## src/rtl/soda_vend_ctrl.sv

```systemverilog
// Soda vending controller: sums nickel/dime/quarter pulses into a credit and
// dispenses with change once PRICE is reached. Define SODA_VEND_CANCEL_EN to enable cancel/refund.
module soda_vend_ctrl #(
    parameter int unsigned PRICE    = 4,
    parameter int unsigned CREDIT_W = 5
) (
    input  logic                clk_i,
    input  logic                rst_i,
    input  logic                nickle_i,
    input  logic                dime_i,
    input  logic                quarter_i,
    input  logic                cancel_i,
    output logic                soda_o,
    output logic [CREDIT_W-1:0] change_o,
    output logic                refund_o,
    output logic [CREDIT_W-1:0] credit_o
);

    // Extra headroom so credit plus the largest deposit never wraps before the compare.
    localparam int unsigned SUM_W = CREDIT_W + 4;

    localparam logic [1:0] IDLE    = 2'd0;
    localparam logic [1:0] COLLECT = 2'd1;
    localparam logic [1:0] VEND    = 2'd2;

    logic [1:0]          state_q,  state_d;
    logic [CREDIT_W-1:0] credit_q, credit_d;
    logic [CREDIT_W-1:0] change_q, change_d;
    logic                soda_q,   soda_d;
    logic                refund_q, refund_d;

    logic [3:0]       deposit;
    logic [SUM_W-1:0] baseCredit;
    logic [SUM_W-1:0] nextSum;
    logic             cancelHit;

    assign deposit = {3'b000, nickle_i} + {2'b00, dime_i, 1'b0} + {1'b0, quarter_i, 1'b0, quarter_i};

    // Only COLLECT carries credit forward; a coin arriving during VEND starts fresh.
    assign baseCredit = (state_q == COLLECT) ? SUM_W'(credit_q) : '0;
    assign nextSum    = baseCredit + SUM_W'(deposit);

`ifdef SODA_VEND_CANCEL_EN
    assign cancelHit = cancel_i && (state_q != VEND) && (nextSum != '0);
`else
    logic unusedCancel;
    assign unusedCancel = cancel_i;
    assign cancelHit    = 1'b0;
`endif

    always_comb begin
        state_d  = IDLE;
        credit_d = '0;
        change_d = '0;
        soda_d   = 1'b0;
        refund_d = 1'b0;
        if (cancelHit) begin
            refund_d = 1'b1;
            change_d = CREDIT_W'(nextSum);
        end else if (nextSum >= SUM_W'(PRICE)) begin
            state_d  = VEND;
            soda_d   = 1'b1;
            change_d = CREDIT_W'(nextSum - SUM_W'(PRICE));
        end else if (nextSum != '0) begin
            state_d  = COLLECT;
            credit_d = CREDIT_W'(nextSum);
        end
    end

    always_ff @(posedge clk_i or negedge rst_i) begin
        if (!rst_i) begin
            state_q  <= IDLE;
            credit_q <= '0;
            change_q <= '0;
            soda_q   <= 1'b0;
            refund_q <= 1'b0;
        end else begin
            state_q  <= state_d;
            credit_q <= credit_d;
            change_q <= change_d;
            soda_q   <= soda_d;
            refund_q <= refund_d;
        end
    end

    assign soda_o   = soda_q;
    assign change_o = change_q;
    assign refund_o = refund_q;
    assign credit_o = credit_q;

endmodule

```

## config.mk

```make
export PLATFORM = sky130hd
export DESIGN_NAME = soda_vend_ctrl
export DESIGN_NICKNAME = d
export VERILOG_FILES = /design/src/rtl/soda_vend_ctrl.sv
export SDC_FILE = /design/constraint.sdc
export NUM_CORES = 1
export LEC_CHECK = 0
export CAP_MARGIN = 15
export CORE_MARGIN = 4
export CORE_UTILIZATION = 49
export DETAILED_ROUTE_END_ITERATION = 8
export PLACE_DENSITY_LB_ADDON = 0.2
export SETUP_SLACK_MARGIN = 0.4
export SYNTH_ARGS = -nofsm -noshare
export SYNTH_HDL_FRONTEND = slang
export SYNTH_SLANG_ARGS = --single-unit
```

## constraint.sdc

```tcl
create_clock -name clk_i -period 7.9 [get_ports clk_i]
set_input_delay 0.79 -clock clk_i [delete_from_list [all_inputs] [get_ports clk_i]]
set_output_delay 0.79 -clock clk_i [all_outputs]
set_load 0.01 [all_outputs]
```

== Word-level counts from Yosys, hierarchy flattened ==
Cells that the tools add are included.

* Equal/unequal tests: 1
* Reduce and logical (&&, ||, !) cells: 1
* Muxes and demuxes: 7
* Add/sub/neg operators: 4
* Order comparisons: 1

{| class="wikitable"
|+ Operators with widths
! kind !! count
|-
| $mux W5 || 4
|-
| $reduce_bool A9 Y1 || 1
|-
| $add A5 B4 Y6 || 1
|-
| $ge A6 B3 Y1 const B || 1
|-
| $sub A5 B3 Y5 const B || 1
|-
| $add A3 B3 Y4 || 1
|-
| $add A1 B2 Y3 || 1
|-
| $eq A2 B1 Y1 const B || 1
|-
| $mux W1 || 2
|-
| $mux W2 || 1
|}

* Word-level logic and storage cells: 18
* Output and inout bits: 12
* Register bits after elaboration: 13

== Longest topological paths before layout ==
Gate-level depths: netlist of the first run.

* Word-level depth: 6
* Gate-level depth with buffers: 12
* Depth with buffers taken out: 12

== Worst setup path after synthesis of the first run ==
OpenSTA, ideal clock, no wires.

* Kind: input-to-reg
* Start: in nickle_i
* End: reg change_q[3] (netlist: change_o[3])
* Setup slack: 5.273 ns
* Data required time: 7.781 ns
* Library setup time: 0.119 ns
* Stages: 10
* Buffers on the path: 0
* Arrival: 2.508 ns
* Path through: inv_1 fa_1 nand3b_1 nand2_1 xor2_1 ha_1 nand2_1 a21oi_4 inv_4 and2_1

* Longest elaborated chain between the ends: 5
* Elaborated cells on any way between the ends: 6
* Classes of those cells: add/sub (4); order compare (1); mux (1)

{| class="wikitable"
|+ Ends and longest elaborated chain
! item !! RTL line !! RTL
|-
| start: declaration || 9 || <nowiki>input logic nickle_i,</nowiki>
|-
| $add A1 B2 Y3 (*) || 37 || <nowiki>assign deposit = {3'b000, nickle_i} + {2'b00, dime_i, 1'b0} + {1'b0, quarter_i, 1'b0, quarter_i};</nowiki>
|-
| $add A3 B3 Y4 (*) || 37 ||
|-
| $add A5 B4 Y6 (*) || 41 || <nowiki>assign nextSum = baseCredit + SUM_W'(deposit);</nowiki>
|-
| $sub A5 B3 Y5 / $ge A6 B3 Y1 (equally long branches) || 63, 60 ||
|-
| $mux W5 (*) || 60 || <nowiki>end else if (nextSum >= SUM_W'(PRICE)) begin</nowiki>
|-
| named net change_d[3] || 28 || <nowiki>logic [CREDIT_W-1:0] change_q, change_d;</nowiki>
|-
| end signal: assignment || 80 || <nowiki>change_q <= change_d;</nowiki>
|-
| end: declaration || 28 ||
|}

Mark *: on every way through the listed nets, which the timed path passes. The rest lies on a longest branch.

== Worst setup path in the final report of the first run ==
* Start: in quarter_i
* End: reg change_q[3] (netlist: change_o[3])

* Longest elaborated chain between the ends: 4
* Elaborated cells on any way between the ends: 5
* Classes of those cells: add/sub (3); order compare (1); mux (1)

{| class="wikitable"
|+ Ends and longest elaborated chain
! item !! RTL line !! RTL
|-
| start: declaration || 11 || <nowiki>input logic quarter_i,</nowiki>
|-
| $add A3 B3 Y4 (*) || 37 ||
|-
| $add A5 B4 Y6 (*) || 41 ||
|-
| $sub A5 B3 Y5 / $ge A6 B3 Y1 (equally long branches) || 63, 60 ||
|-
| $mux W5 (*) || 60 ||
|-
| named net change_d[3] || 28 ||
|}

Marked as above.

==> flow_summary_export.csv, run 1 <==
group,metric,value,unit
run_status,status,"finished, final reports clean",
place,dpl_cell_area,846,µm²
timing,hold_viol,0,
timing,fin_skew,0.00259,ns
place,dp_cells,93,
synthesis,ys_seq_elements,12,
setup_path,cp_top_family,"adder cells",
setup_path,reg2regPathDepth,11,
pwr,finalPower,0.226,mW
timing,slew_headroom,64.6,%
job,cap_violations,0,
floorplan,initial_core_util,52.3,%
synthesis,synth_common_cells,"dfrtp_1 (12), inv_1 (6), ha_1 (5), nor2_1 (5), nand2_1 (4)",
cts,cts_buffers,3,
setup_path,path_class,"input pin to flop",
setup_path,cp_data_arrival_time,3.23,ns
floorplan,fp-row-count,13,
setup_path,crit_chain,"clkdlybuf4s50_1 > inv_1 > fa_1 > nand3b_1 > nand2_1 > xor2_1 > ha_1 > nand2_1 > a21oi_4 > inv_4 > and2_1",
timing,final_max_slew_viol_count,0,
timing,tightest_slew,0.529,ns
timing,setup_ws,4.84,ns
synthesis,ys_seq_area_share,44.1,%
cts,cts_tree,"built",
final_layout,drive_above_1_share,12.2,%
timing,setup_viol,0,
route,wl_per_cell,13.3,µm
setup_path,slowest_delay,0.48,ns
final_layout,nFillCells,114,
final_layout,synthToLayoutAreaGrowth,29.6,%
route,vias,492,
setup_path,path_depth,11,
final_layout,design_area,882,µm²
synthesis,synthTopCellsByArea,"dfrtp_1 (44%), ha_1 (9.2%), fa_1 (5.9%), inv_1 (3.3%), nand3b_1 (3.3%)",
synthesis,yosysWarnings,0,
place,place_congestion,0.762,
final_layout,diodes,0,
grt,antenna_found_initial,0,
timing,clock.fmax,326,MHz
cts,clk_pin_slew,0.07,ns
grt,grt_pass1_vias,533,
setup_path,cp.required,8.06,ns
place,dp_hpwl,1080,µm
cts,htree_levels,1,
setup_path,cp_max_fo,7,
timing,min_period,3.06,ns
setup_path,end_kind,"flop",
timing,setup-tns-final,0,ns
grt,gr-total-overflow,0,
synthesis,synth-edff-count,0,
cts,cts_buffer_depth,2,
floorplan,die_h,45.3,µm
route,ant_nets,0,
pwr,ir_drop,0.000193,V
cts,clk_latency,0.27,ns
setup_path,slowest_stage,"clkdlybuf4s50_1",
final_layout,seqCellArea,300,µm²
route,vias_per_cell,5.07,
synthesis,synth_cell_type_count,27,
cts,cts_sinks,12,
floorplan,coreArea,0.00130,mm²
route,drt-initial-drc-count,1,
min_path,hold_path_depth,2,
floorplan,die_width,45.3,µm
route,dr.pass1.iters,2,
synthesis,synth_cells,63,
grt,track_usage,15.8,%
route,drc,0,
place,io_buffers,15,
cts,cts_resized,0,
floorplan,die-area,0.00205,mm²
final_layout,final_nets,96,
setup_path,path_buf_inv,3,
synthesis,yosysMostFrequentCell,"dfrtp_1",
floorplan,io_pins,18,
synthesis,netlist.area_leader.share,44.1,%
place,dp_slack,4.52,ns
cts,postCtsSetupRepairBufs,0,
grt,grt_max_degree,13,
final_layout,final-instance-count-excl-fill,97,
grt,grt_pass1_wl,2260,µm
synthesis,ys.flop_type,"dfrtp_1",
synthesis,synth_largest_area_cell,"dfrtp_1",
cts,ctsHoldBuffers,0,
synthesis,syn_avg_cell_area,10.8,µm²
route,wl,1290,µm
min_path,hold_class,"flop to flop",
final_layout,multi_input_comb_area,348,µm²
synthesis,synth-async-reset-ratio,100,%
setup_path,crit_top_cell,"nand2_1",
pwr,powerDensity,256,mW/mm²
timing,fin_crit_sh,38.8,%
cts,cts_root_buf,"clkbuf_4",
timing,hold_slack,0.708,ns
final_layout,fin_util,67.8,%
synthesis,netlist_area,681,µm²
timing,grt_setup_unrepaired,"false",
setup_path,critPathLaunchType,"input pin",
pwr,leakage,0.398,nW
## layout make-up
cell class	instances	share of cell area [%]
Inverter	7	3.26
Clock buffer	4	4.11
Sequential cell	12	34.0
Multi-Input combinational cell	44	39.4
Tap cell	15	2.13
Timing Repair Buffer	15	17.0
## cells by family (layout without fill, tap and decap cells)
group / Yosys count / in the layout / synth area share (%)
compound gates: 9 / 9 / 10.5
xor+xnor: 2 / 2 / 2.57
fa+ha+maj: 7 / 7 / 15.1
buf+inv: 8 / 26 / 5.33
flops: 12 / 12 / 44.1
other cells: 1 / 2 / 0.551
simple gates: 24 / 24 / 21.9
## where the power goes
| part | switching (mW) | internal, mW |
|---|---|---|
| Sequential | 0.00661 | 0.0777 |
| Combinational | 0.0451 | 0.0484 |
| Clock | 0.0199 | 0.0280 |
## tightest hold or removal path, cell delays in order (launching register included)
cell,delay [ns]
dfrtp_1,0.41
a41oi_1,0.18
nor3b_1,0.07
## state kept, by name, indices dropped and copies added (netlist names)
register  flops
soda_o        1
state_q       1
change_o      5
credit_o      5
## metal layers
metal | track usage (%) | wire length (µm)
met2 | 28.8 | 712
met5 | 0 | 0
met4 | 7.02 | 20
met1 | 16.7 | 494
met3 | 4.38 | 60
## path summary, 6_finish.rpt
check	slack, ns	to	startpoint
max	4.84	change_o[3]	quarter_i
min reg2reg	0.71	change_o[4]	credit_o[3]
max reg2reg	5.03	change_o[3]	soda_o
max in group asynchronous	6.68	change_o[3]	rst_i
min in group asynchronous	0.86	change_o[4]	rst_i
min	0.71	change_o[4]	credit_o[3]
## cells in the final DEF (no fill, tap or decap), drive strengths merged, types with 2 or more instances in the layout
cell type	synthesis	layout
and2	5	5
fa	2	2
clkdlybuf4s50	0	15
a21oi	4	4
inv	7	7
nand3b	3	3
dfrtp	12	12
nor3	2	2
conb	1	2
nand2	4	4
xor2	2	2
ha	5	5
nor2	5	5
clkbuf	0	4
(Power assumes the default switching activity.)
==> inputs of run 2 (changes only) <==
Settings changed: CORE_UTILIZATION 49 to 46.
Clock period 7.9 ns to 3.13 ns, I/O delays scaled along.
==> run 2 against run 1 <==
Effect of this change: design area up 4.5%; critical path type is now flop to flop; largest cell class unchanged; combinational power rose to 2.7 times the previous value; first-iteration DRC count rose to 6.0 times the previous value; setup slack worse by 4.3 ns.
==> flow_summary_export.csv, run 2 (synthesis results as in run 1) <==
group,metric,value,unit
run_status,status,"finished, final reports clean",
timing,clock.fmax,390,MHz
floorplan,die_h,46.5,µm
timing,setup-tns-final,0,ns
setup_path,path_depth,13,
setup_path,cp.required,3.29,ns
min_path,hold_class,"input pin to asynchronous set/reset pin",
timing,final_max_slew_viol_count,0,
final_layout,synthToLayoutAreaGrowth,35.5,%
timing,slew_headroom,63.2,%
timing,setup_viol,0,
setup_path,path_class,"flop to flop",
route,drt-initial-drc-count,6,
route,wl,1250,µm
final_layout,final_nets,98,
floorplan,initial_core_util,50.4,%
cts,cts_buffers,3,
floorplan,io_pins,18,
final_layout,fin_util,68.3,%
place,io_buffers,15,
floorplan,die-area,0.00216,mm²
floorplan,coreArea,0.00135,mm²
timing,hold_viol,0,
place,place_congestion,0.779,
cts,cts_tree,"built",
grt,grt_pass1_wl,2110,µm
setup_path,cp_top_family,"simple AND/OR/NAND/NOR gates",
cts,cts_buffer_depth,2,
setup_path,cp_max_fo,7,
cts,clk_pin_slew,0.08,ns
final_layout,diodes,0,
cts,cts_root_buf,"clkbuf_4",
route,wl_per_cell,12.6,µm
timing,grt_setup_unrepaired,"false",
route,drc,0,
grt,antenna_found_initial,0,
setup_path,end_kind,"flop",
place,dp_hpwl,996,µm
timing,hold_slack,0.398,ns
cts,clk_latency,0.27,ns
setup_path,slowest_stage,"dfrtp_1",
cts,ctsHoldBuffers,0,
timing,min_period,2.56,ns
grt,grt_pass1_vias,534,
floorplan,die_width,46.5,µm
setup_path,path_buf_inv,2,
pwr,ir_drop,0.000377,V
job,cap_violations,0,
route,vias,517,
setup_path,critPathLaunchType,"flop",
setup_path,crit_chain,"nor2b_4 > and2_1 > ha_1 > a21oi_1 > nand2_1 > xor2_1 > buf_4 > ha_1 > nand3b_1 > nand2_1 > a21oi_4 > inv_4 > and2_1",
setup_path,reg2regPathDepth,13,
pwr,powerDensity,639,mW/mm²
final_layout,drive_above_1_share,20.2,%
cts,htree_levels,1,
pwr,leakage,0.412,nW
timing,fin_skew,0.00421,ns
floorplan,fp-row-count,13,
grt,track_usage,14.1,%
cts,cts_sinks,12,
route,ant_nets,0,
grt,grt_max_degree,13,
grt,gr-total-overflow,0,
route,vias_per_cell,5.22,
final_layout,final_cell_mix,"clkdlybuf4s50_1 (15), dfrtp_1 (12), inv_1 (6)",
setup_path,slowest_delay,0.38,ns
setup_path,cp_data_arrival_time,2.72,ns
timing,tightest_slew,0.550,ns
timing,fin_crit_sh,81.9,%
final_layout,final_common_cell,"clkdlybuf4s50_1",
route,dr.pass1.iters,4,
run 2: per-layer routing:
layer  track usage (%)  part of all wire, %  vias to the layer above
li1                  -                    -                      250
met1              16.2                   46                      255
met2              24.7                   48                       10
met3              1.17                  4.5                        2
met4              8.52                  1.8                        0
met5                 0                    0                        -
run 2: final timing paths:
| check | start | end | slack, ns |
|---|---|---|---|
| setup / recovery | state_q[0] | change_o[3] | 0.57 |
| hold / removal | rst_i | credit_o[3] | 0.40 |
| setup reg to reg | state_q[0] | change_o[3] | 0.57 |
| hold reg to reg | credit_o[3] | change_o[4] | 0.74 |
| max in group asynchronous | rst_i | credit_o[1] | 2.37 |
| min in group clk_i | credit_o[3] | change_o[4] | 0.74 |
run 2: area by class of cell:
cell class | count | area, µm²
multi-input cells | 44 | 373
fillers | 108 | 428
repair buffers | 17 | 165
clock buffers | 4 | 36.3
well taps | 15 | 18.8
inverters | 7 | 28.8
flip-flops and latches | 12 | 300
run 2: report_power, final:
part	total (mW)	internal (mW)	leakage [nW]	switching, mW
registers	0.215	0.196	0.152	0.0186
clock network	0.121	0.0706	0.0210	0.0499
logic	0.254	0.136	0.239	0.118
run 2: repair_timing:
action / CTS / global route
resized for setup: 1 / 5
buffers inserted: 0 / 1
gates cloned: 0 / 0
setup endpoints to repair: 8 / 11
run 2: metrics by stage:
step	setup WS, ns	cell area [µm²]	power (mW)	cells
2_1_floorplan	0.587	684	0.346	64
3_3_place_gp	0.369	853	0.451	94
3_5_place_dp	0.317	853	0.456	94
4_1_cts	0.429	892	0.581	98
5_1_grt	0.385	922	0.629	99
6_report	0.566	922	0.590	99
